<file path="src/rtl/rng_pkg.sv">
// Shared definitions for the random-word packer.
//   RNG_WORD_W / RNG_FIFO_DEPTH : default word width and FIFO depth
//   pair_e                      : von Neumann pair state
//   vn_decode(a,b)              : returns {keep, bit} for a bit pair
package rng_pkg;

   localparam int RNG_WORD_W     = 8;
   localparam int RNG_FIFO_DEPTH = 4;

   typedef enum logic {
      PAIR_EMPTY = 1'b0,
      PAIR_HALF  = 1'b1
   } pair_e;

   // 01 -> keep 0, 10 -> keep 1, 00/11 -> discard.
   // For an unequal pair the kept bit equals the first bit.
   function automatic logic [1:0] vn_decode(input logic a, input logic b);
      return {a ^ b, a};
   endfunction

endpackage

</file>
<file path="src/rtl/rng_word_fifo.sv">
// Synchronous circular FIFO for packed words.
//   clk, rst_n : clock, async active-low reset
//   clear      : synchronous empty, wins over push/pop
//   push, din  : write request and data (ignored when full unless popping)
//   pop        : read request (ignored when empty)
//   dout       : head word (register contents at read pointer)
//   level      : stored word count; full / empty flags
module rng_word_fifo #(
   parameter int W     = 8,
   parameter int DEPTH = 4
) (
   input  logic                       clk,
   input  logic                       rst_n,
   input  logic                       clear,
   input  logic                       push,
   input  logic [W-1:0]               din,
   input  logic                       pop,
   output logic [W-1:0]               dout,
   output logic [$clog2(DEPTH):0]     level,
   output logic                       full,
   output logic                       empty
);

   localparam int AW = $clog2(DEPTH);
   localparam int LW = AW + 1;

   logic [W-1:0]  mem [DEPTH];
   logic [AW-1:0] wr_ptr;
   logic [AW-1:0] rd_ptr;
   logic [LW-1:0] count;
   logic          do_push;
   logic          do_pop;

   assign full    = (count == LW'(DEPTH));
   assign empty   = (count == '0);
   assign do_pop  = pop & ~empty;
   // a full FIFO still takes a word when the head leaves in the same cycle
   assign do_push = push & (~full | do_pop);
   assign dout    = mem[rd_ptr];
   assign level   = count;

   always_ff @(posedge clk or negedge rst_n) begin
      if (!rst_n) begin
         wr_ptr <= '0;
         rd_ptr <= '0;
         count  <= '0;
      end else if (clear) begin
         wr_ptr <= '0;
         rd_ptr <= '0;
         count  <= '0;
      end else begin
         if (do_push) wr_ptr <= wr_ptr + AW'(1);
         if (do_pop)  rd_ptr <= rd_ptr + AW'(1);
         count <= count + LW'(do_push) - LW'(do_pop);
      end
   end

   always_ff @(posedge clk) begin
      if (do_push && !clear) mem[wr_ptr] <= din;
   end

endmodule

</file>
<file path="src/rtl/rnd_word_packer.sv">
// Packs a serial random-bit stream (optionally von Neumann debiased) into
// WORD_W-bit words, MSB first, buffered in a FIFO and gated by the health flag.
//   bit_in/bit_valid : serial input bits
//   health_ok        : 1 = health tests passing; 0 wipes buffered data
//   debias_en        : 1 = von Neumann mode, 0 = raw
//   flush            : synchronous clear of buffers and sticky flags
//   word_out/word_valid/word_ready : output handshake (word_out 0 when idle)
//   fifo_level       : stored word count
//   overflow         : sticky, a completed word was dropped
//   health_block     : sticky, a health failure was seen since last flush
module rnd_word_packer
   import rng_pkg::*;
#(
   parameter int WORD_W     = RNG_WORD_W,
   parameter int FIFO_DEPTH = RNG_FIFO_DEPTH
) (
   input  logic                          clk,
   input  logic                          rst_n,
   input  logic                          bit_in,
   input  logic                          bit_valid,
   input  logic                          health_ok,
   input  logic                          debias_en,
   input  logic                          flush,
   output logic [WORD_W-1:0]             word_out,
   output logic                          word_valid,
   input  logic                          word_ready,
   output logic [$clog2(FIFO_DEPTH):0]   fifo_level,
   output logic                          overflow,
   output logic                          health_block
);

   localparam int CNT_W = $clog2(WORD_W);
   localparam int SH_W  = WORD_W - 1;

   pair_e             pair_state;
   logic              pair_bit;
   logic [CNT_W-1:0]  bit_cnt;
   logic [SH_W-1:0]   shreg;      // first WORD_W-1 bits of the word in progress
   logic              debias_q;

   logic              mode_chg;
   logic              offered;
   logic [1:0]        vn;
   logic              acc;
   logic              acc_bit;
   logic              word_done;
   logic              push;
   logic              pop;
   logic              clr;
   logic              full;
   logic              empty;
   logic [WORD_W-1:0] head;

   assign mode_chg = (debias_en != debias_q);
   // a bit arriving on a mode switch is dropped along with the partial state
   assign offered  = bit_valid & health_ok & ~health_block & ~flush & ~mode_chg;
   assign vn       = vn_decode(pair_bit, bit_in);

   always_comb begin
      acc     = 1'b0;
      acc_bit = bit_in;
      if (offered) begin
         if (!debias_en) begin
            acc = 1'b1;
         end else if (pair_state == PAIR_HALF) begin
            acc     = vn[1];
            acc_bit = vn[0];
         end
      end
   end

   assign word_done  = acc & (bit_cnt == CNT_W'(WORD_W - 1));
   assign word_valid = ~empty & ~health_block;
   assign pop        = word_valid & word_ready;
   assign push       = word_done & (~full | pop);
   assign clr        = flush | ~health_ok;
   assign word_out   = word_valid ? head : '0;

   rng_word_fifo #(
      .W     (WORD_W),
      .DEPTH (FIFO_DEPTH)
   ) u_fifo (
      .clk   (clk),
      .rst_n (rst_n),
      .clear (clr),
      .push  (push),
      .din   ({shreg, acc_bit}),
      .pop   (pop),
      .dout  (head),
      .level (fifo_level),
      .full  (full),
      .empty (empty)
   );

   always_ff @(posedge clk or negedge rst_n) begin
      if (!rst_n) begin
         pair_state   <= PAIR_EMPTY;
         pair_bit     <= 1'b0;
         bit_cnt      <= '0;
         shreg        <= '0;
         debias_q     <= 1'b0;
         overflow     <= 1'b0;
         health_block <= 1'b0;
      end else begin
         debias_q <= debias_en;
         if (flush || !health_ok || mode_chg) begin
            pair_state <= PAIR_EMPTY;
            bit_cnt    <= '0;
            shreg      <= '0;
            if (flush) begin
               overflow     <= 1'b0;
               health_block <= ~health_ok;
            end else if (!health_ok) begin
               health_block <= 1'b1;
            end
         end else begin
            if (offered && debias_en) begin
               if (pair_state == PAIR_EMPTY) begin
                  pair_state <= PAIR_HALF;
                  pair_bit   <= bit_in;
               end else begin
                  pair_state <= PAIR_EMPTY;
               end
            end
            if (acc) begin
               shreg   <= SH_W'({shreg, acc_bit});
               bit_cnt <= word_done ? '0 : bit_cnt + CNT_W'(1);
            end
            // dropped word still restarts the packer at bit 0
            if (word_done && full && !pop) overflow <= 1'b1;
         end
      end
   end

endmodule
</file>
<file path="config.mk">
export PLATFORM = sky130hd
export DESIGN_NAME = rnd_word_packer
export DESIGN_NICKNAME = d
export VERILOG_FILES = /design/src/rtl/rng_pkg.sv /design/src/rtl/rng_word_fifo.sv /design/src/rtl/rnd_word_packer.sv
export SDC_FILE = /design/constraint.sdc
export NUM_CORES = 1
export LEC_CHECK = 0
export CAP_MARGIN = 20
export CORE_UTILIZATION = 47
export CTS_CLUSTER_SIZE = 16
export DETAILED_ROUTE_END_ITERATION = 10
export PLACE_DENSITY = 0.69
export SYNTH_ARGS = -nofsm -noshare
export SYNTH_HDL_FRONTEND = slang
export SYNTH_HIERARCHICAL = 1
export SYNTH_SLANG_ARGS = --single-unit
</file>
<file path="constraint.sdc">
create_clock -name clk -period 3.5 [get_ports clk]
set_input_delay 0.7 -clock clk [delete_from_list [all_inputs] [get_ports clk]]
set_output_delay 0.7 -clock clk [all_outputs]
set_load 0.005 [all_outputs]
</file>
* Word level (Yosys, flattened, before mapping)
Memories as Yosys holds them, arrays and structs flattened.
Index checks and enable logic that the tools add are counted.
** Word-level totals
- Register bits after elaboration :: 22
- Memory bits (writable) :: 32
- Input port bits :: 8
- Output and inout port bits :: 14
- Word-level logic and storage cells :: 87
- Memories :: 1
** Memory list
- u_fifo.mem :: words 4, width 8, rd ports 1, clocked after memory_dff 0, write ports 1, RTL line rng_word_fifo.sv:27 : logic [W-1:0] mem [DEPTH];
** Operators by class
- $add $sub $neg :: 5
- Equality and inequality tests :: 5
- Multiplexer cells :: 27
- Bitwise logic cells :: 21
- Reductions and logical operators :: 18
** Operators by type and width (count)
- $mux W1 :: 16
- $mux W7 :: 2
- $mux W3 :: 4
- $and A1 B1 Y1 :: 10
- $reduce_bool A2 Y1 :: 5
- $mux W2 :: 4
- $mux W8 :: 1
- $not A1 Y1 :: 7
- $eq A3 B3 Y1 const B :: 2
- $reduce_and A2 Y1 :: 3
- $add A2 B1 Y2 const B :: 2
- $logic_and A1 B1 Y1 :: 4
- $add A3 B1 Y3 :: 1
- $add A3 B1 Y3 const B :: 1
- $logic_not A1 Y1 :: 3
- $logic_not A3 Y1 :: 1
- $or A1 B1 Y1 :: 3
- $sub A3 B1 Y3 :: 1
- $logic_or A1 B1 Y1 :: 2
- $ne A2 B1 Y1 const B :: 1
- $ne A2 B2 Y1 const B :: 1
- $ne A1 B1 Y1 :: 1
- $xor A1 B1 Y1 :: 1

* Depth between registers and ports, before layout
- Word-level depth :: 11
- Mapped depth :: 12
- Gate-level depth less buffers :: 12

* Hierarchy
Netlist, hierarchy kept.
** By module, submodules not included
- rng_word_fifo :: times used 1, cells an instance 87, area each 1634.1 um^2, seq. area each 1136.1 um^2
- rnd_word_packer :: times used 1, cells an instance 65, area each 755.7 um^2, seq. area each 375.4 um^2

* Worst setup path after synthesis
Ideal clock, no wire load.
- Path kind :: input port to flip-flop
- Start :: in bit_in
- End :: reg u_fifo.count[2] (netlist: u_fifo/level[2])
- Setup time :: 0.131 ns
- Data arrival time :: 2.487 ns
- Data required time :: 3.369 ns
- Path slack :: 0.882 ns
- Stages on the path :: 12
- Buffers on the path :: 1
- Cell sequence :: xor2_1 > a31oi_1 > nor2_1 > buf_4 > and3_1 > nor2b_2 > a21o_1 > ha_1 > inv_1 > fa_1 > xnor2_1 > nor2_1
** Between the ends
- Word-level cells in the longest chain between the ends :: 10
** RTL lines
- start, declared :: RTL line rnd_word_packer.sv:19 : input logic bit_in,
- $xor A1 B1 Y1 :: RTL line rng_pkg.sv:18 : return {a ^ b, a};
- $mux W1 :: RTL line rnd_word_packer.sv:65 : end else if (pair_state == PAIR_HALF) begin
- $mux W1 :: RTL line rnd_word_packer.sv:63 : if (!debias_en) begin
- $mux W1 :: RTL line rnd_word_packer.sv:62 : if (offered) begin
- $and A1 B1 Y1 :: RTL line rnd_word_packer.sv:72 : assign word_done = acc & (bit_cnt == CNT_W'(WORD_W - 1));
- $and A1 B1 Y1 :: RTL line rnd_word_packer.sv:75 : assign push = word_done & (~full | pop);
- via push :: RTL line rnd_word_packer.sv:47 : logic push;
- $and A1 B1 Y1 :: RTL line rng_word_fifo.sv:38 : assign do_push = push & (~full | do_pop);
- $add A3 B1 Y3 :: RTL line rng_word_fifo.sv:54 : count <= count + LW'(do_push) - LW'(do_pop);
- $sub A3 B1 Y3 :: RTL line rng_word_fifo.sv:54
- $mux W3 :: RTL line rng_word_fifo.sv:47 : end else if (clear) begin
- end signal, assigned :: RTL line rng_word_fifo.sv:54
- end, declared :: RTL line rng_word_fifo.sv:30 : logic [LW-1:0] count;
The timed path passes the listed nets, and every way through them passes these cells.
A chain may end at the register's enable or synchronous reset.

* Worst setup path in the final report
- Start :: reg u_fifo.rd_ptr[0]
- End :: out word_out[0]
** Between the ends
- Word-level cells in the longest chain between the ends :: 2
** RTL lines
- start, declared :: RTL line rng_word_fifo.sv:29 : logic [AW-1:0] rd_ptr;
- start signal, assigned :: RTL line rng_word_fifo.sv:53 : if (do_pop) rd_ptr <= rd_ptr + AW'(1);
- $mem_v2 Z4 W8
- via head[0] :: RTL line rnd_word_packer.sv:52 : logic [WORD_W-1:0] head;
- $mux W8 :: RTL line rnd_word_packer.sv:77 : assign word_out = word_valid ? head : '0;
- end, declared :: RTL line rnd_word_packer.sv:24 : output logic [WORD_W-1:0] word_out,
The timed path passes the listed nets, and every way through them passes these cells.

==> flow_summary.yaml <==
timing:
  rsz0062_at_grt: "false"
  finalSetupTns_ns: 0
  hold_violations: 0
  max_freq_ghz: 0.3415
  fin_crit_ns: 2.929
  slew_headroom_pct: 55.97
  finalMaxSlewViolations: 0
  finClkSkew_ns: 0.005438
  tightest_slew_ns: 0.6604
  final-setup-viol-count: 0
  timing.final.crit_share_pct: 83.67
die:
  core_um2: 4817
  start_util_pct: 49.61
  dieWidth_um: 73.31
  pin_count: 22
  die_h_um: 73.31
  row_count: 25
  dieArea_um2: 5374
power:
  peakVddDrop_v: 0.0002243
  p_per_area_nw_per_um2: 397.0
  p_leak_nw: 1.067
drt:
  wl_per_cell_um: 15.43
  vias: 1325
  wl_um: 3826
  drtAntennaViolNets: 0
  drt-initial-drc-count: 90
  firstDrtPassIters: 4
  routed_via_density: 5.343
  drc: 0
worst_setup_path:
  crit_type: "register to primary output"
  critPathMaxFanout: 10
  cp-start-kind: "register"
  critPathRequiredTime_ns: 2.80
  cp-end-kind: "primary output"
  cp.arrival_ns: 2.23
  cpMaxStageDelayCell: "dfrtp_1"
  crit_chain: "mux4_2, and2_1, clkdlybuf4s50_1"
  max_stage_delay_ns: 0.77
clocking:
  clockBufferDepth: 2
  clk-insertion-delay-late_ns: 0.30
  numCtsBuffers: 5
  cts_resized: 0
  cts_tree: "built"
  cts.root.buffer_cell: "clkbuf_8"
  post_cts_buffers: 0
  cts_num_sinks: 54
  clkTransAtPathRegs_ns: 0.09
  htreeDepth: 2
  holdBufCountCts: 0
synth:
  synth_top_area_share_pct: 40.21
  synth_adder_area_share_pct: 4.503
  synth_commonest_cells: "edfxtp_1 (32), dfrtp_1 (22), and2_1 (14)"
  avgSynthCellArea_um2: 15.72
  synth_cells: 152
  synth_area_leaders: "edfxtp_1 (40%), dfrtp_1 (23%), mux4_2 (7.5%), and2_1 (3.7%), ha_1 (3.7%)"
  yosysMostFrequentCell: "edfxtp_1"
  seq_area_frac_synth_pct: 63.25
  synth_top_family_by_area: "simple AND/OR/NAND/NOR gates"
  ys.flop_type: "edfxtp_1"
  yosys_warnings: 6
  synth_enable_flop_cells: 32
  synth.distinct_cells: 39
  async_flop_share_pct: 40.74
  synth_compound_area_share_pct: 6.283
  synth_mux_area_share_pct: 9.686
  ys_ff_latch: 54
  yosys.area.top_type: "edfxtp_1"
  synth-xor-area-share_pct: 2.199
  syn_area_um2: 2390
  yosys.area_share.simple_pct: 12.46
  syn_nets: 168
cells_and_area:
  final_layout_size_suffix_gt1_share_pct: 15.47
  fillers: 393
  nets: 196
  fin_util_pct: 58.65
  num_antenna_cells: 0
  postLayoutCellArea_um2: 2825
  area_growth_pct: 18.22
global_routing:
  antenna_found_initial: 0
  first_global_vias: 1299
  grt_usage_pct: 16.41
  grt_overflow: 0
  grt_first_pass_wirelength_um: 6444
  grt_max_degree: 23
placed_design:
  placedInstanceArea_um2: 2686
  numPortBuffers: 21
  post-dp-hpwl_um: 2593
  globalplace.congestion: 0.7244
min_path:
  hold_class: "register to register"
outcome:
  status: "finished, final reports clean"
run:
  drv_cap: 0
## worst max-delay path, delay by kind of cell (launching register included)
family | cells | cell delay [ns]
buffers and inverters | 1 | 0.43
multiplexers | 1 | 0.57
flip-flops | 1 | 0.77
AND/OR/NAND/NOR | 1 | 0.15
## state kept, by name (all words and copies together), names as in the netlist
register and flops:
u_fifo/mem 32, u_fifo/wr_ptr 2, u_fifo/level 3, pair_state 1, u_fifo/rd_ptr 2, debias_q 1, pair_bit 1, overflow 1
health_block 1, bit_cnt 3, shreg 7
## path summary, 6_finish.rpt
path	startpoint	endpoint	slack [ns]	cells after the start
worst min-delay path	bit_cnt[2]$_DFFE_PN0P_	bit_cnt[2]$_DFFE_PN0P_	0.51	1
worst max register to register	u_fifo/level[1]$_DFF_PN0_	u_fifo/level[2]$_DFF_PN0_	0.79	12
worst min register to register	bit_cnt[2]$_DFFE_PN0P_	bit_cnt[2]$_DFFE_PN0P_	0.51	1
min in group asynchronous	rst_n	u_fifo/level[1]$_DFF_PN0_	0.64	1
worst max-delay path	u_fifo/rd_ptr[0]$_DFFE_PN0P_	word_out[0]	0.57	3
max in group asynchronous	rst_n	u_fifo/rd_ptr[1]$_DFFE_PN0P_	2.47	2
## cell type report
| class | instances | area (um^2) | area share [%] |
|---|---|---|---|
| Clock buffer | 5 | 68.82 | 2.436 |
| Clock inverter | 3 | 42.54 | 1.506 |
| Inverter | 5 | 18.77 | 0.6643 |
| Multi-Input combinational cell | 89 | 839.6 | 29.72 |
| Sequential cell | 54 | 1511 | 53.50 |
| Tap cell | 67 | 83.83 | 2.967 |
| Timing Repair Buffer | 25 | 260.3 | 9.212 |
## stage by stage
| step | cells | hold WS [ns] | total power [W] | setup WS, ns |
|---|---|---|---|---|
| 6_report | 248 | 0.5102 | 0.001122 | 0.5715 |
| 5_1_grt | 248 | 0.5373 | 0.001162 | 0.4385 |
| 4_1_cts | 247 | 0.5140 | 0.001128 | 0.5465 |
| 3_5_place_dp | 239 | 0.4747 | 0.0007262 | 0.3109 |
| 3_3_place_gp | 239 | 0.4788 | 0.0007241 | 0.4133 |
| 2_1_floorplan | 152 | 0.4044 | 0.0007050 | 0.8819 |
## layout by cell type, fill, tap and decap left out, types with 2 or more instances in the layout
cell,Yosys,layout
nor3b_1,3,3
edfxtp_1,32,32
dfrtp_1,22,22
ha_1,7,7
inv_1,5,5
a22o_1,9,9
nand2b_1,6,6
mux4_2,8,8
mux2_4,2,2
xnor2_1,2,2
xor2_1,4,4
nor2_1,12,12
buf_4,1,3
clkdlybuf4s50_1,0,21
and2_1,14,14
clkbuf_8,0,5
## power by group
part,switching (W),leakage (nW),internal (W),total (W)
Combinational,0.0000195,0.420,0.0000198,0.0000392
Sequential,0.00000345,0.591,0.000673,0.000676
Clock,0.000193,0.0562,0.000213,0.000406
Total,0.000216,1.07,0.000906,0.00112
## routing by layer
| layer | part of all wire, % | global-route usage [%] |
|---|---|---|
| met5 | 0 | 0 |
| met4 | 0.76 | 3.846 |
| met3 | 5.4 | 3.704 |
| met2 | 49 | 28.60 |
| met1 | 45 | 21.06 |
## kinds of logic after synthesis
family,Yosys count
flops,54
simple gates,45
compound gates,18
mux,12
buf+inv,9
fa+ha+maj,8
xor+xnor,6
No activity file was read; power rests on OpenSTA's default activity.
